--- config.mk ---
export PLATFORM = sky130hd
export DESIGN_NAME = kip_ingress_merger_flat
export DESIGN_NICKNAME = d
export VERILOG_FILES = /design/src/rtl/kip_pkg.sv /design/src/rtl/kip_ingress_merger_if.sv /design/src/rtl/kip_axis_reg_slice.sv /design/src/rtl/kip_ingress_merger.sv /design/src/flat_wrapper.sv
export SDC_FILE = /design/constraint.sdc
export NUM_CORES = 2
export LEC_CHECK = 0
export ABC_AREA = 1
export BUFFER_PORTS_ARGS = -buffer_cell sky130_fd_sc_hd__buf_2
export CAP_MARGIN = 0
export CORE_AREA = 2 2 771 773
export DETAILED_ROUTE_END_ITERATION = 8
export DIE_AREA = 0 0 773 775
export PLACE_DENSITY = 0.3
export SYNTH_ARGS = -nofsm -noshare
export SYNTH_HDL_FRONTEND = slang
export SYNTH_SLANG_ARGS = --single-unit
--- constraint.sdc ---
create_clock -name i_clk -period 2.39 [get_ports i_clk]
set_clock_uncertainty 0.1 [all_clocks]
set_input_delay 0.3585 -clock i_clk [delete_from_list [all_inputs] [get_ports i_clk]]
set_output_delay 0.3585 -clock i_clk [all_outputs]
set_load 0.01 [all_outputs]
--- src/rtl/kip_pkg.sv ---
// Shared definitions for the KIP ingress merger slice.
// Holds the AXIS widths of the KIP return path, the beat record carried through the
// output register, the arbiter state encoding and the round-robin source tag.
package kip_pkg;

  localparam int unsigned AXIS_DATA_WIDTH      = 512;
  localparam int unsigned AXIS_KEEP_WIDTH      = AXIS_DATA_WIDTH / 8;
  // tuser: [63:32] port info, [31:0] source IP
  localparam int unsigned AXIS_KIP_TUSER_WIDTH = 64;

  typedef struct packed {
    logic [AXIS_DATA_WIDTH-1:0]      data;
    logic [AXIS_KEEP_WIDTH-1:0]      keep;
    logic [AXIS_KIP_TUSER_WIDTH-1:0] tuser;
    logic                            last;
  } kip_beat_t;

  typedef enum logic [1:0] {
    IDLE     = 2'd0,
    GRANT_GS = 2'd1,
    GRANT_NB = 2'd2
  } merger_state_t;

  // Names the source that won the most recent arbitration.
  typedef enum logic {
    SRC_GS = 1'b0,
    SRC_NB = 1'b1
  } kip_src_t;

endpackage

--- src/rtl/kip_ingress_merger_if.sv ---
// KIP AXI-Stream bundle (tvalid/tready/tdata/tkeep/tuser/tlast).
// master: drives tvalid, tdata, tkeep, tuser, tlast; receives tready.
// slave:  receives tvalid, tdata, tkeep, tuser, tlast; drives tready.
interface kip_ingress_merger_if;
  import kip_pkg::*;

  logic                            tvalid;
  logic                            tready;
  logic [AXIS_DATA_WIDTH-1:0]      tdata;
  logic [AXIS_KEEP_WIDTH-1:0]      tkeep;
  logic [AXIS_KIP_TUSER_WIDTH-1:0] tuser;
  logic                            tlast;

  modport master (
    output tvalid,
    output tdata,
    output tkeep,
    output tuser,
    output tlast,
    input  tready
  );

  modport slave (
    input  tvalid,
    input  tdata,
    input  tkeep,
    input  tuser,
    input  tlast,
    output tready
  );

endinterface

--- src/rtl/kip_axis_reg_slice.sv ---
// Single-entry AXIS register stage with valid/ready.
// Ports:
//   clk, rst           clock and synchronous active-high reset
//   in_valid/in_ready  upstream handshake, in_beat is the incoming beat
//   out_valid/out_ready downstream handshake, out_beat is the registered beat
// in_ready is combinational from out_ready (no skid buffer): a new beat is taken when
// the register is empty or is being drained in the same cycle.
module kip_axis_reg_slice
  import kip_pkg::*;
(
  input  logic      clk,
  input  logic      rst,
  input  logic      in_valid,
  output logic      in_ready,
  input  kip_beat_t in_beat,
  output logic      out_valid,
  input  logic      out_ready,
  output kip_beat_t out_beat
);

  logic      valid_q;
  kip_beat_t beat_q;

  assign in_ready  = !valid_q || out_ready;
  assign out_valid = valid_q;
  assign out_beat  = beat_q;

  always_ff @(posedge clk) begin
    if (rst) begin
      valid_q <= 1'b0;
      beat_q  <= '0;
    end else if (in_valid && in_ready) begin
      valid_q <= 1'b1;
      beat_q  <= in_beat;
    end else if (out_ready) begin
      // Drained with nothing new behind it: clear the fields as well as valid.
      valid_q <= 1'b0;
      beat_q  <= '0;
    end
  end

endmodule

--- src/rtl/kip_ingress_merger.sv ---
// KIP ingress merger: return-path counterpart of the KIP router.
// Merges the GULF-Stream (remote) and control TX network bridge (local loopback) streams
// into one stream for the kernels with packet-atomic round-robin arbitration, one
// registered output stage and per-source packet counters.
// Ports:
//   i_clk, i_ap_rst      clock, synchronous active-high reset
//   from_gs              AXIS slave from GULF-Stream
//   from_tx_nb           AXIS slave from control TX network bridge
//   to_kernels           AXIS master to kernels (registered)
//   o_gs_pkt_count       packets forwarded from GS (wraps)
//   o_tx_nb_pkt_count    packets forwarded from TX NB (wraps)
module kip_ingress_merger
  import kip_pkg::*;
#(
  parameter int unsigned CNT_WIDTH = 32
) (
  input  logic                  i_clk,
  input  logic                  i_ap_rst,
  kip_ingress_merger_if.slave   from_gs,
  kip_ingress_merger_if.slave   from_tx_nb,
  kip_ingress_merger_if.master  to_kernels,
  output logic [CNT_WIDTH-1:0]  o_gs_pkt_count,
  output logic [CNT_WIDTH-1:0]  o_tx_nb_pkt_count
);

  merger_state_t state_q, state_d;
  kip_src_t      rr_last_q, rr_last_d;

  logic [CNT_WIDTH-1:0] gs_cnt_q, gs_cnt_d;
  logic [CNT_WIDTH-1:0] nb_cnt_q, nb_cnt_d;

  kip_beat_t gs_beat, nb_beat, sel_beat, out_beat;
  logic      sel_valid, slice_ready, out_valid;
  logic      accept;

  assign gs_beat = '{data: from_gs.tdata, keep: from_gs.tkeep,
                     tuser: from_gs.tuser, last: from_gs.tlast};
  assign nb_beat = '{data: from_tx_nb.tdata, keep: from_tx_nb.tkeep,
                     tuser: from_tx_nb.tuser, last: from_tx_nb.tlast};

  // Source mux and tready gating: only the granted source ever sees tready.
  always_comb begin
    sel_valid        = 1'b0;
    sel_beat         = '0;
    from_gs.tready   = 1'b0;
    from_tx_nb.tready = 1'b0;
    unique case (state_q)
      GRANT_GS: begin
        sel_valid      = from_gs.tvalid;
        sel_beat       = gs_beat;
        from_gs.tready = slice_ready;
      end
      GRANT_NB: begin
        sel_valid         = from_tx_nb.tvalid;
        sel_beat          = nb_beat;
        from_tx_nb.tready = slice_ready;
      end
      default: ;
    endcase
  end

  assign accept = sel_valid && slice_ready;

  // Arbiter: the grant is held until the tlast beat is accepted, even across gaps.
  always_comb begin
    state_d   = state_q;
    rr_last_d = rr_last_q;
    gs_cnt_d  = gs_cnt_q;
    nb_cnt_d  = nb_cnt_q;
    unique case (state_q)
      IDLE: begin
        // On a tie the source that did not win last time goes first.
        if (from_gs.tvalid && (!from_tx_nb.tvalid || rr_last_q == SRC_NB)) begin
          state_d   = GRANT_GS;
          rr_last_d = SRC_GS;
        end else if (from_tx_nb.tvalid) begin
          state_d   = GRANT_NB;
          rr_last_d = SRC_NB;
        end
      end
      GRANT_GS: begin
        if (accept && sel_beat.last) begin
          state_d  = IDLE;
          gs_cnt_d = gs_cnt_q + CNT_WIDTH'(1);
        end
      end
      GRANT_NB: begin
        if (accept && sel_beat.last) begin
          state_d  = IDLE;
          nb_cnt_d = nb_cnt_q + CNT_WIDTH'(1);
        end
      end
      default: state_d = IDLE;
    endcase
  end

  always_ff @(posedge i_clk) begin
    if (i_ap_rst) begin
      state_q   <= IDLE;
      rr_last_q <= SRC_NB;
      gs_cnt_q  <= '0;
      nb_cnt_q  <= '0;
    end else begin
      state_q   <= state_d;
      rr_last_q <= rr_last_d;
      gs_cnt_q  <= gs_cnt_d;
      nb_cnt_q  <= nb_cnt_d;
    end
  end

  kip_axis_reg_slice u_out_slice (
    .clk       (i_clk),
    .rst       (i_ap_rst),
    .in_valid  (sel_valid),
    .in_ready  (slice_ready),
    .in_beat   (sel_beat),
    .out_valid (out_valid),
    .out_ready (to_kernels.tready),
    .out_beat  (out_beat)
  );

  assign to_kernels.tvalid = out_valid;
  assign to_kernels.tdata  = out_beat.data;
  assign to_kernels.tkeep  = out_beat.keep;
  assign to_kernels.tuser  = out_beat.tuser;
  assign to_kernels.tlast  = out_beat.last;

  assign o_gs_pkt_count    = gs_cnt_q;
  assign o_tx_nb_pkt_count = nb_cnt_q;

endmodule

--- src/flat_wrapper.sv ---
// flat-port wrapper written by rule: the top's interface ports become plain ports
module kip_ingress_merger_flat import kip_pkg::*;
#(
  parameter int unsigned CNT_WIDTH = 32
)
  (i_clk, i_ap_rst, o_gs_pkt_count, o_tx_nb_pkt_count, from_gs_tvalid, from_gs_tdata, from_gs_tkeep, from_gs_tuser, from_gs_tlast, from_gs_tready, from_tx_nb_tvalid, from_tx_nb_tdata, from_tx_nb_tkeep, from_tx_nb_tuser, from_tx_nb_tlast, from_tx_nb_tready, to_kernels_tvalid, to_kernels_tdata, to_kernels_tkeep, to_kernels_tuser, to_kernels_tlast, to_kernels_tready);
  kip_ingress_merger_if from_gs_i ();
  kip_ingress_merger_if from_tx_nb_i ();
  kip_ingress_merger_if to_kernels_i ();
  input  logic i_clk;
  input  logic i_ap_rst;
  output logic [CNT_WIDTH-1:0] o_gs_pkt_count;
  output logic [CNT_WIDTH-1:0] o_tx_nb_pkt_count;
  input wire logic [$bits(from_gs_i.tvalid)-1:0] from_gs_tvalid;
  input wire logic [$bits(from_gs_i.tdata)-1:0] from_gs_tdata;
  input wire logic [$bits(from_gs_i.tkeep)-1:0] from_gs_tkeep;
  input wire logic [$bits(from_gs_i.tuser)-1:0] from_gs_tuser;
  input wire logic [$bits(from_gs_i.tlast)-1:0] from_gs_tlast;
  output wire logic [$bits(from_gs_i.tready)-1:0] from_gs_tready;
  input wire logic [$bits(from_tx_nb_i.tvalid)-1:0] from_tx_nb_tvalid;
  input wire logic [$bits(from_tx_nb_i.tdata)-1:0] from_tx_nb_tdata;
  input wire logic [$bits(from_tx_nb_i.tkeep)-1:0] from_tx_nb_tkeep;
  input wire logic [$bits(from_tx_nb_i.tuser)-1:0] from_tx_nb_tuser;
  input wire logic [$bits(from_tx_nb_i.tlast)-1:0] from_tx_nb_tlast;
  output wire logic [$bits(from_tx_nb_i.tready)-1:0] from_tx_nb_tready;
  output wire logic [$bits(to_kernels_i.tvalid)-1:0] to_kernels_tvalid;
  output wire logic [$bits(to_kernels_i.tdata)-1:0] to_kernels_tdata;
  output wire logic [$bits(to_kernels_i.tkeep)-1:0] to_kernels_tkeep;
  output wire logic [$bits(to_kernels_i.tuser)-1:0] to_kernels_tuser;
  output wire logic [$bits(to_kernels_i.tlast)-1:0] to_kernels_tlast;
  input wire logic [$bits(to_kernels_i.tready)-1:0] to_kernels_tready;
  assign from_gs_i.tvalid = from_gs_tvalid;
  assign from_gs_i.tdata = from_gs_tdata;
  assign from_gs_i.tkeep = from_gs_tkeep;
  assign from_gs_i.tuser = from_gs_tuser;
  assign from_gs_i.tlast = from_gs_tlast;
  assign from_gs_tready = from_gs_i.tready;
  assign from_tx_nb_i.tvalid = from_tx_nb_tvalid;
  assign from_tx_nb_i.tdata = from_tx_nb_tdata;
  assign from_tx_nb_i.tkeep = from_tx_nb_tkeep;
  assign from_tx_nb_i.tuser = from_tx_nb_tuser;
  assign from_tx_nb_i.tlast = from_tx_nb_tlast;
  assign from_tx_nb_tready = from_tx_nb_i.tready;
  assign to_kernels_tvalid = to_kernels_i.tvalid;
  assign to_kernels_tdata = to_kernels_i.tdata;
  assign to_kernels_tkeep = to_kernels_i.tkeep;
  assign to_kernels_tuser = to_kernels_i.tuser;
  assign to_kernels_tlast = to_kernels_i.tlast;
  assign to_kernels_i.tready = to_kernels_tready;
  kip_ingress_merger #(.CNT_WIDTH(CNT_WIDTH)) u_core (.i_clk(i_clk), .i_ap_rst(i_ap_rst), .from_gs(from_gs_i), .from_tx_nb(from_tx_nb_i), .to_kernels(to_kernels_i), .o_gs_pkt_count(o_gs_pkt_count), .o_tx_nb_pkt_count(o_tx_nb_pkt_count));
endmodule
==> flow_summary.json <==
{
  "synth.most_common_cell": "nand2_1",
  "hpwl_mm": 437.3,
  "drv_cap": 0,
  "synth_edf_count": 0,
  "firstDrtPassIters": 5,
  "synthFlopType": "dfxtp_1",
  "grt_usage_pct": 15.86,
  "wl_met1_mm": 196.2,
  "fp.dieArea_mm2": 0.5991,
  "drc_errors": 0,
  "powerDensity_mw_per_mm2": 603.5,
  "p_leak_nw": 27.49,
  "vias_per_cell": 3.093,
  "drtIter0Drc": 2767,
  "die_w_um": 773,
  "yosys_warnings": 0,
  "clock.fmax_ghz": 0.4016,
  "finalWorstSetupSlack_ps": -100.1,
  "vias": 48290,
  "overflow": 0,
  "tritoncts": "built",
  "hold_path_depth": 6,
  "violations": "negative setup slack",
  "final-hold-violation-count": 0,
  "synth-seq-area-share_pct": 44.41,
  "synth.area.top_cells": "dfxtp_1 (44%), a22o_1 (18%), nand2_1 (17%)",
  "path_class": "register to register",
  "rsz0062_at_grt": "yes",
  "die_h_um": 775,
  "antenna_found_initial": 590,
  "top_layer": "met5",
  "synthesis.area_mm2": 0.03196,
  "dpl_cell_area_mm2": 0.05244,
  "start_util_pct": 5.402,
  "synth_top_cells_by_count": "nand2_1 (1477), dfxtp_1 (709), a21oi_1 (681)",
  "yosysTopAreaCell": "dfxtp_1",
  "min_period_over_period_pct": 104.2,
  "path_max_fanout": 89,
  "syn_to_final_growth_pct": 118.8,
  "regArea_mm2": 0.01420,
  "clk_latency_ps": 870,
  "power_mw": 42.21,
  "cts_htree_levels": 3,
  "post_drt_wl_per_cell_um": 31.96,
  "wirelength_mm": 499.0,
  "place_congestion": 1.147,
  "hp-class": "input pin to register",
  "worstSetupEndpointType": "register",
  "reg2reg_depth": 8,
  "clkTransAtPathRegs_ps": 60,
  "drtAntennaViolNets": 0,
  "root_buffer": "clkbuf_16",
  "final_cell_area_mm2": 0.06995,
  "cp.required_ps": 3080,
  "clock-sinks": 709,
  "start_kind": "register",
  "arrival_ps": 3180,
  "worst_pin_slew_ps": 965.3,
  "syn_inst": 4194,
  "crit_start": "u_core.state_q[1]",
  "hold_slack_ps": 125.0,
  "cts_max_path_buffers": 4,
  "drive_gt1_share_pct": 32.00,
  "core_mm2": 0.5917,
  "multiInputGateArea_mm2": 0.01586,
  "grt_pass1_vias": 46850,
  "final_nets": 8723,
  "rrSetupSlack_ps": -100,
  "slew_headroom_pct": 35.64,
  "synth.distinct_cells": 28,
  "synthArstFlopShare_pct": 0,
  "syn_nets": 5486,
  "synth.top_cell.area_share_pct": 44.41,
  "numCtsBuffers": 110,
  "setup_violations": 14,
  "rr_startpoint": "u_core.state_q[1]",
  "status": "complete, but fails checks",
  "ys_ff_latch": 709,
  "grt_pass1_wl_mm": 602.7,
  "grt_max_degree": 89,
  "irDropWorstVdd_v": 0.0006406,
  "wl_met2_mm": 212.7,
  "portBuffers": 1994,
  "fill_cells": 68920,
  "finalMaxSlewViolations": 0,
  "met3WireLength_mm": 63.72,
  "num_rows": 283,
  "ios": 1995,
  "postSynthAreaPerCell_um2": 7.621,
  "layout_min_cycle_time_ps": 2490,
  "hold_start": "from_tx_nb_tlast"
}
## power by group
part | switching, mW | internal, mW
sequential | 0.0966 | 12.0
clock | 7.32 | 9.56
combinational | 7.64 | 5.60
## layout by cell type (no fill, tap or decap), types with 3 or more instances in the layout
master	Yosys	layout
clkinvlp_4	0	4
buf_8	0	3
buf_6	6	18
buf_4	48	127
a21oi_1	681	680
xnor2_1	7	7
nor2_4	1	3
bufinv_16	0	5
inv_1	49	46
nor2_1	151	147
clkinv_4	0	3
o21ai_0	8	8
buf_16	0	16
inv_2	2	3
inv_16	0	3
clkinv_8	0	3
nor2_2	2	4
clkbuf_8	0	19
nand4_1	15	15
dlygate4sd3_1	0	1285
a22o_1	640	640
ha_1	5	3
nor3_1	10	10
clkbuf_16	0	115
clkbuf_1	194	24
diode_2	0	264
buf_2	109	1991
dfxtp_1	709	707
nand2_1	1477	1476
o21bai_1	5	5
clkinv_2	0	18
nand3_1	49	49
buf_12	0	53
inv_6	0	4
## per-stage QoR
| step | std cells | TNS (ps) | utilization (%) | setup WS, ps |
|---|---|---|---|---|
| 2_1_floorplan | 4194 | 0 | - | 627.6 |
| 3_3_place_gp | 13860 | -668.0 | 8.863 | -29.67 |
| 3_5_place_dp | 13860 | -89.39 | 8.863 | -11.14 |
| 4_1_cts | 15340 | -542.5 | 11.65 | -178.8 |
| 5_1_grt | 15470 | -19050 | 11.76 | -176.9 |
| 6_report | 15610 | -649.2 | 11.82 | -100.1 |
## final timing paths
kind                                 endpoint
max          u_core.u_out_slice.out_beat[534]
max reg2reg  u_core.u_out_slice.out_beat[534]
min            u_core.u_out_slice.out_beat[0]
min reg2reg  u_core.u_out_slice.out_beat[608]
## cells by family after synthesis
logic type      count (synthesis)  share of synthesized area, %
fa+ha+maj                       5                        0.1957
compound gates               1335                         28.47
simple gates                 1711                         20.57
xor+xnor                        8                        0.2192
buf+inv                       426                         6.134
flops                         709                         44.41
## layer usage
metal | GRT usage [%] | up-vias
li1 | - | 21250
met2 | 24.46 | 2926
met3 | 8.614 | 987
met1 | 18.27 | 23020
met4 | 6.256 | 108
met5 | 0.007903 | -
## flip-flops by register name, summed over array words and instances, names as in the netlist
name                          count
u_core.o_tx_nb_pkt_count         32
u_core.u_out_slice.out_valid      1
u_core.rr_last_q                  1
u_core.u_out_slice.out_beat     641
u_core.state_q                    2
u_core.o_gs_pkt_count            32
## worst max-delay path, stage by stage, from the launching register on
cell and delay, ps:
dfxtp_2 320, buf_4 140, ha_4 170, buf_6 140, buf_16 160, a22o_1 410
dlygate4sd3_1 550, nand2_1 70, a21oi_2 60
## cell type report
class	count	area share [%]
Clock inverter	38	0.5832
Inverter	52	0.3148
Antenna cell	264	0.9445
Tap cell	7837	14.02
Sequential cell	709	20.30
Clock buffer	153	4.438
Multi-Input combinational cell	3059	22.68
Timing Repair Buffer	3499	36.72
## what timing repair did
item                                     CTS  global route
gates cloned                               1             5
setup buffers                              6             2
pin swaps                                  2             2
hold buffers                            1285             0
endpoints found under the setup margin     2           476
resized for setup                         21            34
endpoints found under the hold margin    646             0
No activity file was read; power rests on OpenSTA's default activity.
